--- src/rtl/uart_rx_deserializer_if.sv ---
// Receive-side write bus from the UART deserializer into the receive FIFO.
interface uart_rx_deserializer_if;
  logic [7:0] dout;
  logic       rx_done_tick;
  logic       frame_err;

  modport master (output dout, output rx_done_tick, output frame_err);
  modport slave  (input  dout, input  rx_done_tick, input  frame_err);
endinterface

--- src/rtl/uart_rx_deserializer.sv ---
// Oversampled UART receiver: 7/8 data bits, 1/1.5/2 stop bits, one-cycle write strobe per byte.
// Define UART_RX_FRAME_ERR_EN to build the stop-bit framing error flag.
module uart_rx_deserializer #(
  parameter int unsigned OVERSAMPLE = 16
) (
  input  logic                          clk,
  input  logic                          reset,
  input  logic                          s_tick,
  input  logic                          rx,
  input  logic                          data_bits_7,
  input  logic [1:0]                    stop_bits,
  uart_rx_deserializer_if.master        rx_if
);

  localparam int unsigned CntW = $clog2(2 * OVERSAMPLE) + 1;

  localparam logic [CntW-1:0] MidCnt    = CntW'(OVERSAMPLE / 2 - 1);
  localparam logic [CntW-1:0] FullCnt   = CntW'(OVERSAMPLE - 1);
  localparam logic [CntW-1:0] Stop1Tks  = CntW'(OVERSAMPLE);
  localparam logic [CntW-1:0] Stop15Tks = CntW'(OVERSAMPLE + OVERSAMPLE / 2);
  localparam logic [CntW-1:0] Stop2Tks  = CntW'(2 * OVERSAMPLE);

  localparam logic [1:0] StIdle  = 2'd0;
  localparam logic [1:0] StStart = 2'd1;
  localparam logic [1:0] StData  = 2'd2;
  localparam logic [1:0] StStop  = 2'd3;

  logic [1:0]      sync_q;
  logic            rx_s;
  logic [1:0]      state_q, state_d;
  logic [CntW-1:0] s_cnt_q, s_cnt_d;
  logic [2:0]      n_cnt_q, n_cnt_d;
  logic [7:0]      b_q, b_d;
  logic            nbits7_q, nbits7_d;
  logic [CntW-1:0] stop_ticks_q, stop_ticks_d;
  logic [7:0]      dout_q, dout_d;
  logic            done_q, done_d;
  logic [CntW-1:0] stop_ticks_sel;
  logic [2:0]      last_bit;

`ifdef UART_RX_FRAME_ERR_EN
  logic            ferr_q, ferr_d;
`endif

  assign rx_s     = sync_q[1];
  assign last_bit = nbits7_q ? 3'd6 : 3'd7;

  always_comb begin
    case (stop_bits)
      2'b00:   stop_ticks_sel = Stop1Tks;
      2'b01:   stop_ticks_sel = Stop15Tks;
      default: stop_ticks_sel = Stop2Tks;
    endcase
  end

  always_comb begin
    state_d      = state_q;
    s_cnt_d      = s_cnt_q;
    n_cnt_d      = n_cnt_q;
    b_d          = b_q;
    nbits7_d     = nbits7_q;
    stop_ticks_d = stop_ticks_q;
    dout_d       = dout_q;
    done_d       = 1'b0;
`ifdef UART_RX_FRAME_ERR_EN
    ferr_d       = ferr_q;
`endif

    case (state_q)
      // Start detection runs every clk; frame format is frozen here for the whole frame.
      StIdle: begin
        if (!rx_s) begin
          state_d      = StStart;
          s_cnt_d      = '0;
          nbits7_d     = data_bits_7;
          stop_ticks_d = stop_ticks_sel;
`ifdef UART_RX_FRAME_ERR_EN
          ferr_d       = 1'b0;
`endif
        end
      end
      StStart: begin
        if (s_tick) begin
          if (s_cnt_q == MidCnt) begin
            if (!rx_s) begin
              state_d = StData;
              s_cnt_d = '0;
              n_cnt_d = '0;
            end else begin
              state_d = StIdle;
            end
          end else begin
            s_cnt_d = s_cnt_q + CntW'(1);
          end
        end
      end
      StData: begin
        if (s_tick) begin
          if (s_cnt_q == FullCnt) begin
            s_cnt_d = '0;
            b_d     = {rx_s, b_q[7:1]};
            if (n_cnt_q == last_bit) begin
              state_d = StStop;
            end else begin
              n_cnt_d = n_cnt_q + 3'd1;
            end
          end else begin
            s_cnt_d = s_cnt_q + CntW'(1);
          end
        end
      end
      StStop: begin
        if (s_tick) begin
`ifdef UART_RX_FRAME_ERR_EN
          if (s_cnt_q == FullCnt) begin
            ferr_d = ~rx_s;
          end
`endif
          if (s_cnt_q == stop_ticks_q - CntW'(1)) begin
            state_d = StIdle;
            done_d  = 1'b1;
            // 7-bit frames leave the first data bit in b_q[1]
            dout_d  = nbits7_q ? {1'b0, b_q[7:1]} : b_q;
          end else begin
            s_cnt_d = s_cnt_q + CntW'(1);
          end
        end
      end
      default: state_d = StIdle;
    endcase
  end

  always_ff @(posedge clk) begin
    if (reset) begin
      sync_q       <= 2'b11;
      state_q      <= StIdle;
      s_cnt_q      <= '0;
      n_cnt_q      <= '0;
      b_q          <= '0;
      nbits7_q     <= 1'b0;
      stop_ticks_q <= Stop1Tks;
      dout_q       <= '0;
      done_q       <= 1'b0;
`ifdef UART_RX_FRAME_ERR_EN
      ferr_q       <= 1'b0;
`endif
    end else begin
      sync_q       <= {sync_q[0], rx};
      state_q      <= state_d;
      s_cnt_q      <= s_cnt_d;
      n_cnt_q      <= n_cnt_d;
      b_q          <= b_d;
      nbits7_q     <= nbits7_d;
      stop_ticks_q <= stop_ticks_d;
      dout_q       <= dout_d;
      done_q       <= done_d;
`ifdef UART_RX_FRAME_ERR_EN
      ferr_q       <= ferr_d;
`endif
    end
  end

  assign rx_if.dout         = dout_q;
  assign rx_if.rx_done_tick = done_q;
`ifdef UART_RX_FRAME_ERR_EN
  assign rx_if.frame_err    = ferr_q & done_q;
`else
  assign rx_if.frame_err    = 1'b0;
`endif

endmodule

--- src/flat_wrapper.sv ---
// flat-port wrapper written by rule: the top's interface ports become plain ports
module uart_rx_deserializer_flat 
#(
  parameter int unsigned OVERSAMPLE = 16
)
  (clk, reset, s_tick, rx, data_bits_7, stop_bits, rx_if_dout, rx_if_rx_done_tick, rx_if_frame_err);
  uart_rx_deserializer_if rx_if_i ();
  input  logic clk;
  input  logic reset;
  input  logic s_tick;
  input  logic rx;
  input  logic data_bits_7;
  input  logic [1:0] stop_bits;
  output wire logic [$bits(rx_if_i.dout)-1:0] rx_if_dout;
  output wire logic [$bits(rx_if_i.rx_done_tick)-1:0] rx_if_rx_done_tick;
  output wire logic [$bits(rx_if_i.frame_err)-1:0] rx_if_frame_err;
  assign rx_if_dout = rx_if_i.dout;
  assign rx_if_rx_done_tick = rx_if_i.rx_done_tick;
  assign rx_if_frame_err = rx_if_i.frame_err;
  uart_rx_deserializer #(.OVERSAMPLE(OVERSAMPLE)) u_core (.clk(clk), .reset(reset), .s_tick(s_tick), .rx(rx), .data_bits_7(data_bits_7), .stop_bits(stop_bits), .rx_if(rx_if_i));
endmodule
--- config.mk ---
export PLATFORM = sky130hd
export DESIGN_NAME = uart_rx_deserializer_flat
export DESIGN_NICKNAME = d
export VERILOG_FILES = /design/src/rtl/uart_rx_deserializer_if.sv /design/src/rtl/uart_rx_deserializer.sv /design/src/flat_wrapper.sv
export SDC_FILE = /design/constraint.sdc
export NUM_CORES = 1
export LEC_CHECK = 0
export CAP_MARGIN = 20
export CORE_MARGIN = 2
export CORE_UTILIZATION = 47
export DETAILED_ROUTE_END_ITERATION = 12
export GPL_ROUTABILITY_DRIVEN = 0
export GPL_TIMING_DRIVEN = 0
export PLACE_DENSITY_LB_ADDON = 0.1
export SETUP_SLACK_MARGIN = 0.4
export SLEW_MARGIN = 20
export SYNTH_ARGS = -nofsm -noshare
export SYNTH_HDL_FRONTEND = slang
export SYNTH_SLANG_ARGS = --single-unit
--- constraint.sdc ---
create_clock -name clk -period 2.2 [get_ports clk]
set_input_delay 0.22 -clock clk [delete_from_list [all_inputs] [get_ports clk]]
set_output_delay 0.22 -clock clk [all_outputs]
set_load 0.03 [all_outputs]
== Word-level counts from Yosys, hierarchy flattened ==
Index checks and enable logic that the tools add are counted.

* Add/subtract/negate cells: 3
* Equality and inequality tests: 19
* Mux-type cells: 29
* Bitwise logic cells: 3
* Reductions and logical operators: 10

{| class="wikitable"
|+ Operators with widths
! kind !! number
|-
| 6-bit two-way mux || 7
|-
| 6-bit case mux with 4 select lines || 1
|-
| 2-bit two-way mux || 9
|-
| 3-bit two-way mux || 6
|-
| 2-bit != test (second input constant) || 7
|-
| 6-bit case mux with 2 select lines || 1
|-
| 8-bit two-way mux || 1
|-
| 2-bit by 1-bit != test with 1-bit output (second input constant) || 4
|-
| 2-bit case mux with 4 select lines || 1
|-
| 8-bit AND reduction || 1
|-
| 7-bit AND reduction || 1
|-
| 6-bit by 1-bit adder with 6-bit output (second input constant) || 1
|-
| 6-bit by 3-bit equality test with 1-bit output (second input constant) || 1
|-
| 6-bit by 4-bit equality test with 1-bit output (second input constant) || 1
|-
| 6-bit equality test || 1
|-
| 3-bit case mux with 2 select lines || 1
|-
| 3-bit AND reduction || 2
|-
| 6-bit by 1-bit subtractor with 6-bit output (second input constant) || 1
|-
| 2-bit by 1-bit equality test with 1-bit output (second input constant) || 2
|-
| 2-bit equality test (second input constant) || 2
|-
| 2-bit zero test || 2
|-
| 4-bit AND reduction || 1
|-
| 3-bit by 1-bit adder with 3-bit output (second input constant) || 1
|-
| 3-bit equality test || 1
|-
| other kinds (5) || 8
|}

* Flip-flop bits (word level): 37
* Output and inout port bits: 10

== Depth between registers and ports, before layout ==
* Depth in word-level cells: 6
* Mapped depth: 8
* Depth with buffers taken out: 7

== Worst setup path before layout ==
No wires, ideal clock.

* Path type: register to register
* Start point: reg u_core.stop_ticks_q[3]
* End point: reg u_core.dout_q[3], in the netlist u_core.rx_if.dout[3]
* Library setup time: 0.086 ns
* Arrival time: 1.729 ns
* Required time: 2.114 ns
* Setup slack: 0.386 ns
* Cell stages (with the launch flop): 9
* Buffers on the path: 1
* Path through: dfxtp_1 > inv_1 > ha_1 > xor2_1 > nand4_2 > nor3_4 > buf_4 > nor2_1 > a211oi_1

* Longest elaborated chain between the ends: 3

{| class="wikitable"
|+ RTL lines
! what !! RTL line !! RTL
|-
| start: declaration || uart_rx_deserializer.sv:35 || <nowiki>logic [CntW-1:0] stop_ticks_q, stop_ticks_d;</nowiki>
|-
| start signal: assignment || uart_rx_deserializer.sv:141 || <nowiki>stop_ticks_q <= Stop1Tks;</nowiki>
|-
| start signal: assignment || uart_rx_deserializer.sv:154 || <nowiki>stop_ticks_q <= stop_ticks_d;</nowiki>
|-
| 6-bit by 1-bit subtractor with 6-bit output || uart_rx_deserializer.sv:119 || <nowiki>if (s_cnt_q == stop_ticks_q - CntW'(1)) begin</nowiki>
|-
| 6-bit equality test || uart_rx_deserializer.sv:119 ||
|-
| 3-bit AND reduction (no line) || n/a ||
|-
| end signal: assignment || uart_rx_deserializer.sv:155 || <nowiki>dout_q <= dout_d;</nowiki>
|-
| end: declaration || uart_rx_deserializer.sv:36 || <nowiki>logic [7:0] dout_q, dout_d;</nowiki>
|}

No other way between the ends.
A chain may end at the register's enable or synchronous reset.

== Final worst setup path ==
* Start point: reg u_core.stop_ticks_q[4]
* End point: reg u_core.s_cnt_q[5]

* Longest elaborated chain between the ends: 4

{| class="wikitable"
|+ RTL lines
! what !! RTL line !! RTL
|-
| 6-bit by 1-bit subtractor with 6-bit output || uart_rx_deserializer.sv:119 ||
|-
| 6-bit equality test || uart_rx_deserializer.sv:119 ||
|-
| 2-bit != test (no line) || n/a ||
|-
| 4-bit AND reduction (no line) || n/a ||
|-
| end signal: assignment || uart_rx_deserializer.sv:150 || <nowiki>s_cnt_q <= s_cnt_d;</nowiki>
|-
| end: declaration || uart_rx_deserializer.sv:31 || <nowiki>logic [CntW-1:0] s_cnt_q, s_cnt_d;</nowiki>
|}

No other way between the ends.

==> results.json <==
{
  "status": "finished clean",
  "clock-sinks": 34,
  "fin_skew_ns": 0.0164,
  "place_area_sq_um": 1850,
  "arrival_ns": 2.14,
  "clockRootBuffer": "clkbuf_4",
  "grt_max_degree": 12,
  "num_rows": 21,
  "peakVddDrop_uv": 339,
  "postRouteAntennaNets": 0,
  "diodes": 0,
  "fillers": 342,
  "hold_path_class": "input pin to flip-flop",
  "synth_common_cells": "34 x dfxtp_1, 23 x nor2_1, 16 x mux2i_1",
  "pre_cts_slack_ns": 0.108,
  "dr.first_iter.drc_count": 108,
  "worst-path-buf-inv": 2,
  "crit_chain": "inv_1 > ha_4 > xor2_2 > nand4_2 > buf_6 > o21ai_2 > a31o_2 > a32o_1",
  "worstMarginPinSlew_ns": 0.625,
  "die_h_microns": 63.3,
  "antenna_found_initial": 0,
  "synthArstFlopShare_pct": 0,
  "fin_util_pct": 63.1,
  "required_ns": 2.51,
  "htreeDepth": 2,
  "ys_top_cells_by_area": "dfxtp_1 41%, mux2i_1 9.7%, nor2_1 5.2%",
  "clock.fmax_ghz": 0.545,
  "tns_ns": 0,
  "slew_headroom_pct": 58.3,
  "fin_crit_ns": 1.84,
  "cp_top_family": "compound AO/OA/AOI/OAI gates",
  "cts_tree": "built",
  "setup_ws_ns": 0.364,
  "p_leak_nw": 0.737,
  "grt_pass1_vias": 1453,
  "crit_type": "flip-flop to flip-flop",
  "setup_viol": 0,
  "dieArea_sq_um": 4010,
  "ys_warn_count": 0,
  "finalHoldViolations": 0,
  "start_util_pct": 49.2,
  "hold_buffers": 0,
  "finalCritPeriodShare_pct": 83.5,
  "rsz0062_at_grt": "true",
  "syn_nets": 195,
  "hold_ws_ns": 0.404,
  "drcViolationCount": 0,
  "numCtsBuffers": 5,
  "post_drt_wl_per_cell_microns": 15.4,
  "port_buffers": 14,
  "nNetsFinal": 228,
  "maxCapViolCount": 0,
  "power_density_nw_per_um2": 514,
  "critPathSlowestCell": "dfxtp_1",
  "worstSkewPairLatency_ns": 0.36,
  "synth_area_sq_um": 1660,
  "routed_wl_microns": 4090,
  "dp_hpwl_microns": 2680,
  "synth_edf_count": 0,
  "core_area_sq_um": 3360,
  "drt_first_pass_iters": 4,
  "chipWidth_microns": 63.3,
  "synth-seq-cells": 34,
  "cp-start-kind": "flip-flop",
  "grt_pass1_wl_microns": 6710,
  "syn_inst": 185,
  "yosysTopAreaCell": "dfxtp_1",
  "cp_max_fo": 5,
  "clk_path_buf_depth": 2,
  "clk_pin_slew_ns": 0.12,
  "gr-total-overflow": 0,
  "yosysTopAreaCellShare_pct": 41.1,
  "vias_per_cell": 5.68,
  "slew_violations": 0,
  "fin_area_sq_um": 2120,
  "worst_setup_path_end_kind": "flip-flop",
  "synth.yosys.seq_area_share_pct": 41.1,
  "critPathMaxStageDelay_ns": 0.35,
  "post-synth-top-count-cell": "dfxtp_1",
  "vias": 1506,
  "yosys.cell_types.count": 43,
  "top_level_ports": 17,
  "grt_use_total_pct": 21.4,
  "avgSynthCellArea_sq_um": 8.95,
  "synthFlopType": "dfxtp_1",
  "syn2layout_area_growth_pct": 28.2,
  "drive_gt1_share_pct": 23.3
}
[what timing repair did]
action,4_1_cts,5_1_grt
gates resized for setup,14,19
gates cloned,1,0
setup buffers,6,5
pin swaps,6,7
setup endpoints to repair,27,26
[worst paths after layout]
check                                             from                        end  slack [ns]  depth (start not counted)
worst min register to register        u_core.sync_q[0]           u_core.sync_q[1]        0.42                          1
worst max-delay path            u_core.stop_ticks_q[4]          u_core.s_cnt_q[5]        0.36                          8
worst max register to register  u_core.stop_ticks_q[4]          u_core.s_cnt_q[5]        0.36                          8
worst min-delay path                            s_tick  u_core.rx_if.rx_done_tick        0.40                          3
[area by class of cell]
class                      count  area [sq um]  share of cell area (%)
clock inverter                 2          12.5                   0.590
clock buffer                   6          51.3                    2.42
sequential                    34           688                    32.4
tap                           46          57.6                    2.71
multi-input combinational    134           993                    46.8
buffer                        12          62.6                    2.95
timing repair buffer          26           238                    11.2
inverter                       5          18.8                   0.884
[layer usage]
metal  part of all wire, %  GRT usage, %  wire, microns
met3                   4.7          5.36            191
met4                   2.1          8.15             87
met5                     0             0              0
met1                    45          26.3           1830
met2                    48          35.9           1980
[power breakdown]
part / internal [W] / total [W] / switching (W)
combinational: 0.0000327 / 0.0000798 / 0.0000471
sequential: 0.000620 / 0.000625 / 0.00000425
clock: 0.000153 / 0.000386 / 0.000232
[cell families after synthesis]
| family | synth area share [%] |
|---|---|
| AOI/OAI and AO/OA | 18.1 |
| xor gates and xnor gates | 2.95 |
| adders and majority gates | 2.27 |
| buffers and inverters | 4.46 |
| DFF | 41.1 |
| muxes | 9.67 |
| other | 0.227 |
| and+or+nand+nor | 21.2 |
[placed cells by master (no fill, tap or decap), types with 4 or more instances in the layout]
master	synthesis	final
a211oi_1	7	6
mux2i_1	16	15
a21oi_1	9	9
clkbuf_4	0	5
dfxtp_1	34	30
nand2_1	15	15
nor2_1	23	23
nor3_1	6	6
a311oi_1	4	4
clkdlybuf4s50_1	0	14
clkbuf_1	8	7
o21ai_0	7	4
buf_4	2	12
inv_1	5	5
[registers in the layout, summed over array words and instances (netlist names), named ones only]
name,cells
u_core.b_q,8
u_core.n_cnt_q,3
u_core.nbits7_q,1
u_core.rx_if.dout,8
u_core.rx_if.rx_done_tick,1
u_core.s_cnt_q,6
u_core.state_q,1
u_core.stop_ticks_q,3
u_core.sync_q,2
[per-stage QoR]
step,power (W),std cells
finish,0.00109,265
global placement,0.000707,245
CTS,0.00109,260
detailed placement,0.000709,245
global route,0.00113,265
floorplan,0.000684,185
[worst reg2reg max path: stages (launching register included)]
cell     delay (ns)
dfxtp_1        0.35
inv_1          0.07
ha_4           0.28
xor2_2         0.16
nand4_2        0.25
buf_6          0.21
o21ai_2        0.19
a31o_2         0.13
a32o_1         0.15
Power figures use the tool's default switching activity.
==> variant 1 (config.mk and constraints unchanged) <==
The option `UART_RX_FRAME_ERR_EN` is turned on by a define.
--- a/src/rtl/uart_rx_deserializer.sv
+++ b/src/rtl/uart_rx_deserializer.sv
@@ -2,2 +2,4 @@
 // Define UART_RX_FRAME_ERR_EN to build the stop-bit framing error flag.
+`define UART_RX_FRAME_ERR_EN
+
 module uart_rx_deserializer #(
Check against the original RTL: no difference found for any inputs over 10 cycles, from zero or initial values and one cycle with reset high; that may be too few to reach the edited logic, so the function may still have changed.
==> variant 1 against the unedited design <==
- power rose by 8.1%
- utilization is 0.30 points lower
- fmax fell by 7.9%
- sequential power rose by 3%
- critical path depth shrank 3
- cell area is 10% higher
- routed wire length rose by 10%
- area after synthesis rose by 11%
- sequential cell count is 1 higher
- worst setup slack worse by 160 ps
- cell count increased by 9.8%
- count of clock-buffer cells in the layout grew 1
- clock power is 17% higher
- critical endpoint is now u_core.s_cnt_q[1]
==> variant 1: results (changes against the unedited design) <==
* Reg2reg path depth at 5 (-3)
* Routed wire length at 4.50 mm (+10%)
* # fillers at 332 (-2.9%)
* Minimum hold slack at 421 ps (+17.5 ps)
* Placed insts at 277 (+13%)
* Worst hold path type: register to register
* HPWL reported at the end of detailed placement at 3.15 mm (+17%)
* Met3 wire len at 151 um (-21%)
* M1 GR Usage at 27.7% (+1.4 points)
* GR Util All Layers at 22.0% (+0.57 points)
* Placement Cell Area at 0.00208 sq mm (+12%)
* Crit-path slowest cell: or4_4
* Multi-input combinational cell area at 0.00114 sq mm (+14%)
* Hold Path Cell Cnt at 1 (-2)
* Synth area leaders: dfxtp_1, mux2i_1, mux2_2, a41oi_1, nor3_1
* Critical Path Max Stage Delay at 490 ps (+140 ps)
* Sw Share at 23.9% (-2.1 points)
* Netlist cell types at 45 (+4.7%)
* Synth top cells by count: dfxtp_1, nand2_1, nor2_1, nor3_1, clkbuf_1
* Routed vias/inst at 5.83 (+2.6%)
* GR Util met2 at 35.0% (-0.92 points)
* Initial DRC Count at 82 (-24%)
* Final clock skew at 6.95 ps (-9.47 ps)
* Clk Tree Root Cell: clkbuf_8
* Layout cell share with drive strength beyond 1 at 21.8% (-1.5 points)
* Critical Path AT at 2190 ps (+50 ps)
* Met3 Use GR at 6.13% (+0.78 points)
* Largest net degree at the start of global routing at 11 (-1)
* Outcome: finished, final reports clean
* Layout Nets at 252 (+11%)
* Pre-CTS WS at 18.8 ps (-89.0 ps)
* First-pass GRT wire length at 7.27 mm (+8.3%)
* CP Max Fanout at 6 (+1)
* VDD IR max at 0.365 mV (+7.5%)
* PortBufs at 16 (+2)
* Synthesized area per cell at 8.60 sq um (-3.9%)
* Final worst setup slack at 206 ps (-157 ps)
* Post-synthesis sequential area ratio at 38.3% (-2.9 points)
* Number of global-route vias before repair at 1592 (+9.6%)
==> variant 1: cell count changes after synthesis, sizes merged, moves of 7 or more <==
cell	before	now
nor2	23	14
a41oi	1	8
mux2	0	7
mux2i	16	9
nor3	7	14
nor4	0	7
==> variant 1: cell type report <==
type,count,share of cell area [%]
buffer,15,4.24
clock buffer,7,3.27
clock inverter,1,0.214
inverter,10,1.61
multi-input combinational,153,48.7
sequential,35,30.3
tap,48,2.57
timing repair buffer,22,9.06
==> variant 1: cell families (layout without fill, tap and decap cells) <==
kind of cell               after synthesis  count (layout)  share of synthesized area, %
AOI/OAI and AO/OA                       47              47                          17.6
xor gates and xnor gates                 7               7                          4.17
adders and majority gates                3               3                          2.05
buffers and inverters                   25              55                          5.40
DFF                                     35              35                          38.3
muxes                                   16              16                          9.22
and+or+nand+nor                         80              80                          23.3
==> variant 1: path summary, 6_finish.rpt <==
| path | start | end |
|---|---|---|
| worst max-delay path | u_core.s_cnt_q[5] | u_core.s_cnt_q[1] |
| worst min-delay path | u_core.sync_q[0] | u_core.sync_q[1] |
| worst max register to register | u_core.s_cnt_q[5] | u_core.s_cnt_q[1] |
| worst min register to register | u_core.sync_q[0] | u_core.sync_q[1] |
==> variant 1: timing repair <==
item | CTS | global route
endpoints found under the setup margin | 29 | 29
resized for setup | 20 | 13
cloned | 1 | 0
pin swaps | 5 | 4
buffers inserted | 5 | 0
endpoints found under the hold margin | 0 | 0
==> variant 1: power by group through the flow <==
stage               Sequential, uW  Clock [uW]  Combinational [uW]
finish                         645         453                79.8
global route                   645         492                87.9
CTS                            645         465                78.3
detailed placement             659           0                72.7
global placement               659           0                71.1
floorplan                      657           0                47.8
==> variant 2 (same settings) <==
Made on the original files. Register the inputs `s_tick`, `rx`, `data_bits_7` and `stop_bits` before use, without a reset. The logic sees them one clock later. The other inputs are not delayed to match.
--- a/src/rtl/uart_rx_deserializer.sv
+++ b/src/rtl/uart_rx_deserializer.sv
@@ -27,2 +27,14 @@
 
+  logic s_tick_q;
+  logic rx_q;
+  logic data_bits_7_q;
+  logic [1:0] stop_bits_q;
+
+  always_ff @(posedge clk) begin
+    s_tick_q      <= s_tick;
+    rx_q          <= rx;
+    data_bits_7_q <= data_bits_7;
+    stop_bits_q   <= stop_bits;
+  end
+
   logic [1:0]      sync_q;
@@ -48,3 +60,3 @@
   always_comb begin
-    case (stop_bits)
+    case (stop_bits_q)
       2'b00:   stop_ticks_sel = Stop1Tks;
@@ -74,3 +86,3 @@
           s_cnt_d      = '0;
-          nbits7_d     = data_bits_7;
+          nbits7_d     = data_bits_7_q;
           stop_ticks_d = stop_ticks_sel;
@@ -82,3 +94,3 @@
       StStart: begin
-        if (s_tick) begin
+        if (s_tick_q) begin
           if (s_cnt_q == MidCnt) begin
@@ -97,3 +109,3 @@
       StData: begin
-        if (s_tick) begin
+        if (s_tick_q) begin
           if (s_cnt_q == FullCnt) begin
@@ -112,3 +124,3 @@
       StStop: begin
-        if (s_tick) begin
+        if (s_tick_q) begin
 `ifdef UART_RX_FRAME_ERR_EN
@@ -147,3 +159,3 @@
     end else begin
-      sync_q       <= {sync_q[0], rx};
+      sync_q       <= {sync_q[0], rx_q};
       state_q      <= state_d;
Behaviour: no difference found for any inputs over 10 cycles, from zero or initial values and one cycle with reset high; that may be too few to reach the edited logic, so the function may still have changed.
==> variant 2 against the unedited design <==
- fmax decreased by 4.2%
- count of clock-buffer cells in the layout is 2 higher
- sequential cell count grew 5
- routed wire length rose by 5.0%
- worst setup slack got worse by 81 ps
- area after synthesis up 12%
- cell area up 17%
- critical path type unchanged
- critical endpoint is now u_core.s_cnt_q[0]
Power is not compared: it rests on default switching activity, and its combinational part moved more than twofold at a synthesized area within 25%.
==> variant 2: results (changes against the unedited design) <==
* Final clock skew at 5.68 ps (-10.7 ps)
* Critical Path Max Stage Delay at 380 ps (+30 ps)
* Synth area leaders: dfxtp_1, mux2i_1, ha_1, nor2_1, a211oi_1
* First-pass GRT wire length at 6.89 mm (+2.6%)
* Met3 Use GR at 5.57% (+0.22 points)
* Resize count post-CTS at 20 (+6)
* PortBufs at 15 (+1)
* Pre-CTS WS at 84.0 ps (-23.8 ps)
* CP delay by family, top: simple AND/OR/NAND/NOR gates
* Syn nets at 206 (+5.6%)
* Met3 wire len at 148 um (-23%)
* Crit-path slowest cell: or3b_4
* Number of global-route vias before repair at 1529 (+5.2%)
* GR Util met2 at 34.6% (-1.3 points)
* Mux cell area share after synthesis at 9.23% (-0.45 points)
* Worst-Skew Late Latency at 290 ps (-70 ps)
* Placed insts at 254 (+3.7%)
* Xor/xnor share of the synthesized area at 3.64% (+0.69 points)
* Synthesized area per cell at 9.73 sq um (+8.7%)
* Minimum hold slack at 373 ps (-31.0 ps)
* HPWL reported at the end of detailed placement at 2.85 mm (+6.0%)
* Outcome: finished, final reports clean
* Synth top cells by count: dfxtp_1, nor2_1, mux2i_1, nand2_1, inv_1
* Netlist cell types at 53 (+23%)
* CP Max Fanout at 6 (+1)
* # fillers at 310 (-9.4%)
* Reg clk slew, reported paths at 70 ps (-50 ps)
* DR WL/cell at 15.5 um (+0.44%)
* M1 GR Usage at 24.8% (-1.5 points)
* Layout cell share with drive strength beyond 1 at 31.9% (+8.6 points)
* Layout Nets at 243 (+6.6%)
* Post-synthesis sequential area ratio at 42.0% (+0.90 points)
* R2r setup slk at 280 ps (-80 ps)
* Routed wire length at 4.29 mm (+5.0%)
* Placement Cell Area at 0.00210 sq mm (+13%)
variant 2: cell types whose count changed after synthesis, moves of 3 or more:
cell / unedited run / this run
a31oi_1: 3 / 0
clkbuf_1: 8 / 2
dfxtp_1: 34 / 39
ha_1: 3 / 8
inv_1: 5 / 10
nor3_1: 6 / 3
o21ai_0: 7 / 4
variant 2: worst paths after layout:
check / depth (start not counted) / startpoint / endpoint
min: 1 / stop_bits[1] / u_core.stop_bits_q[1]
max reg2reg: 7 / u_core.s_cnt_q[0] / u_core.s_cnt_q[0]
max: 7 / u_core.s_cnt_q[0] / u_core.s_cnt_q[0]
min reg2reg: 1 / u_core.sync_q[0] / u_core.sync_q[1]
variant 2: cell type report:
cell class	instances	area, sq um	share of cell area [%]
multi-input combinational	134	1150	46.2
inverter	10	37.5	1.51
tap	48	60.1	2.41
buffer	8	55.1	2.21
timing repair buffer	30	290	11.7
clock buffer	8	100	4.02
sequential	39	796	32.0
variant 2: power breakdown:
group,internal [uW],switching [uW]
clock network,286,236
logic,124,134
registers,725,21.8
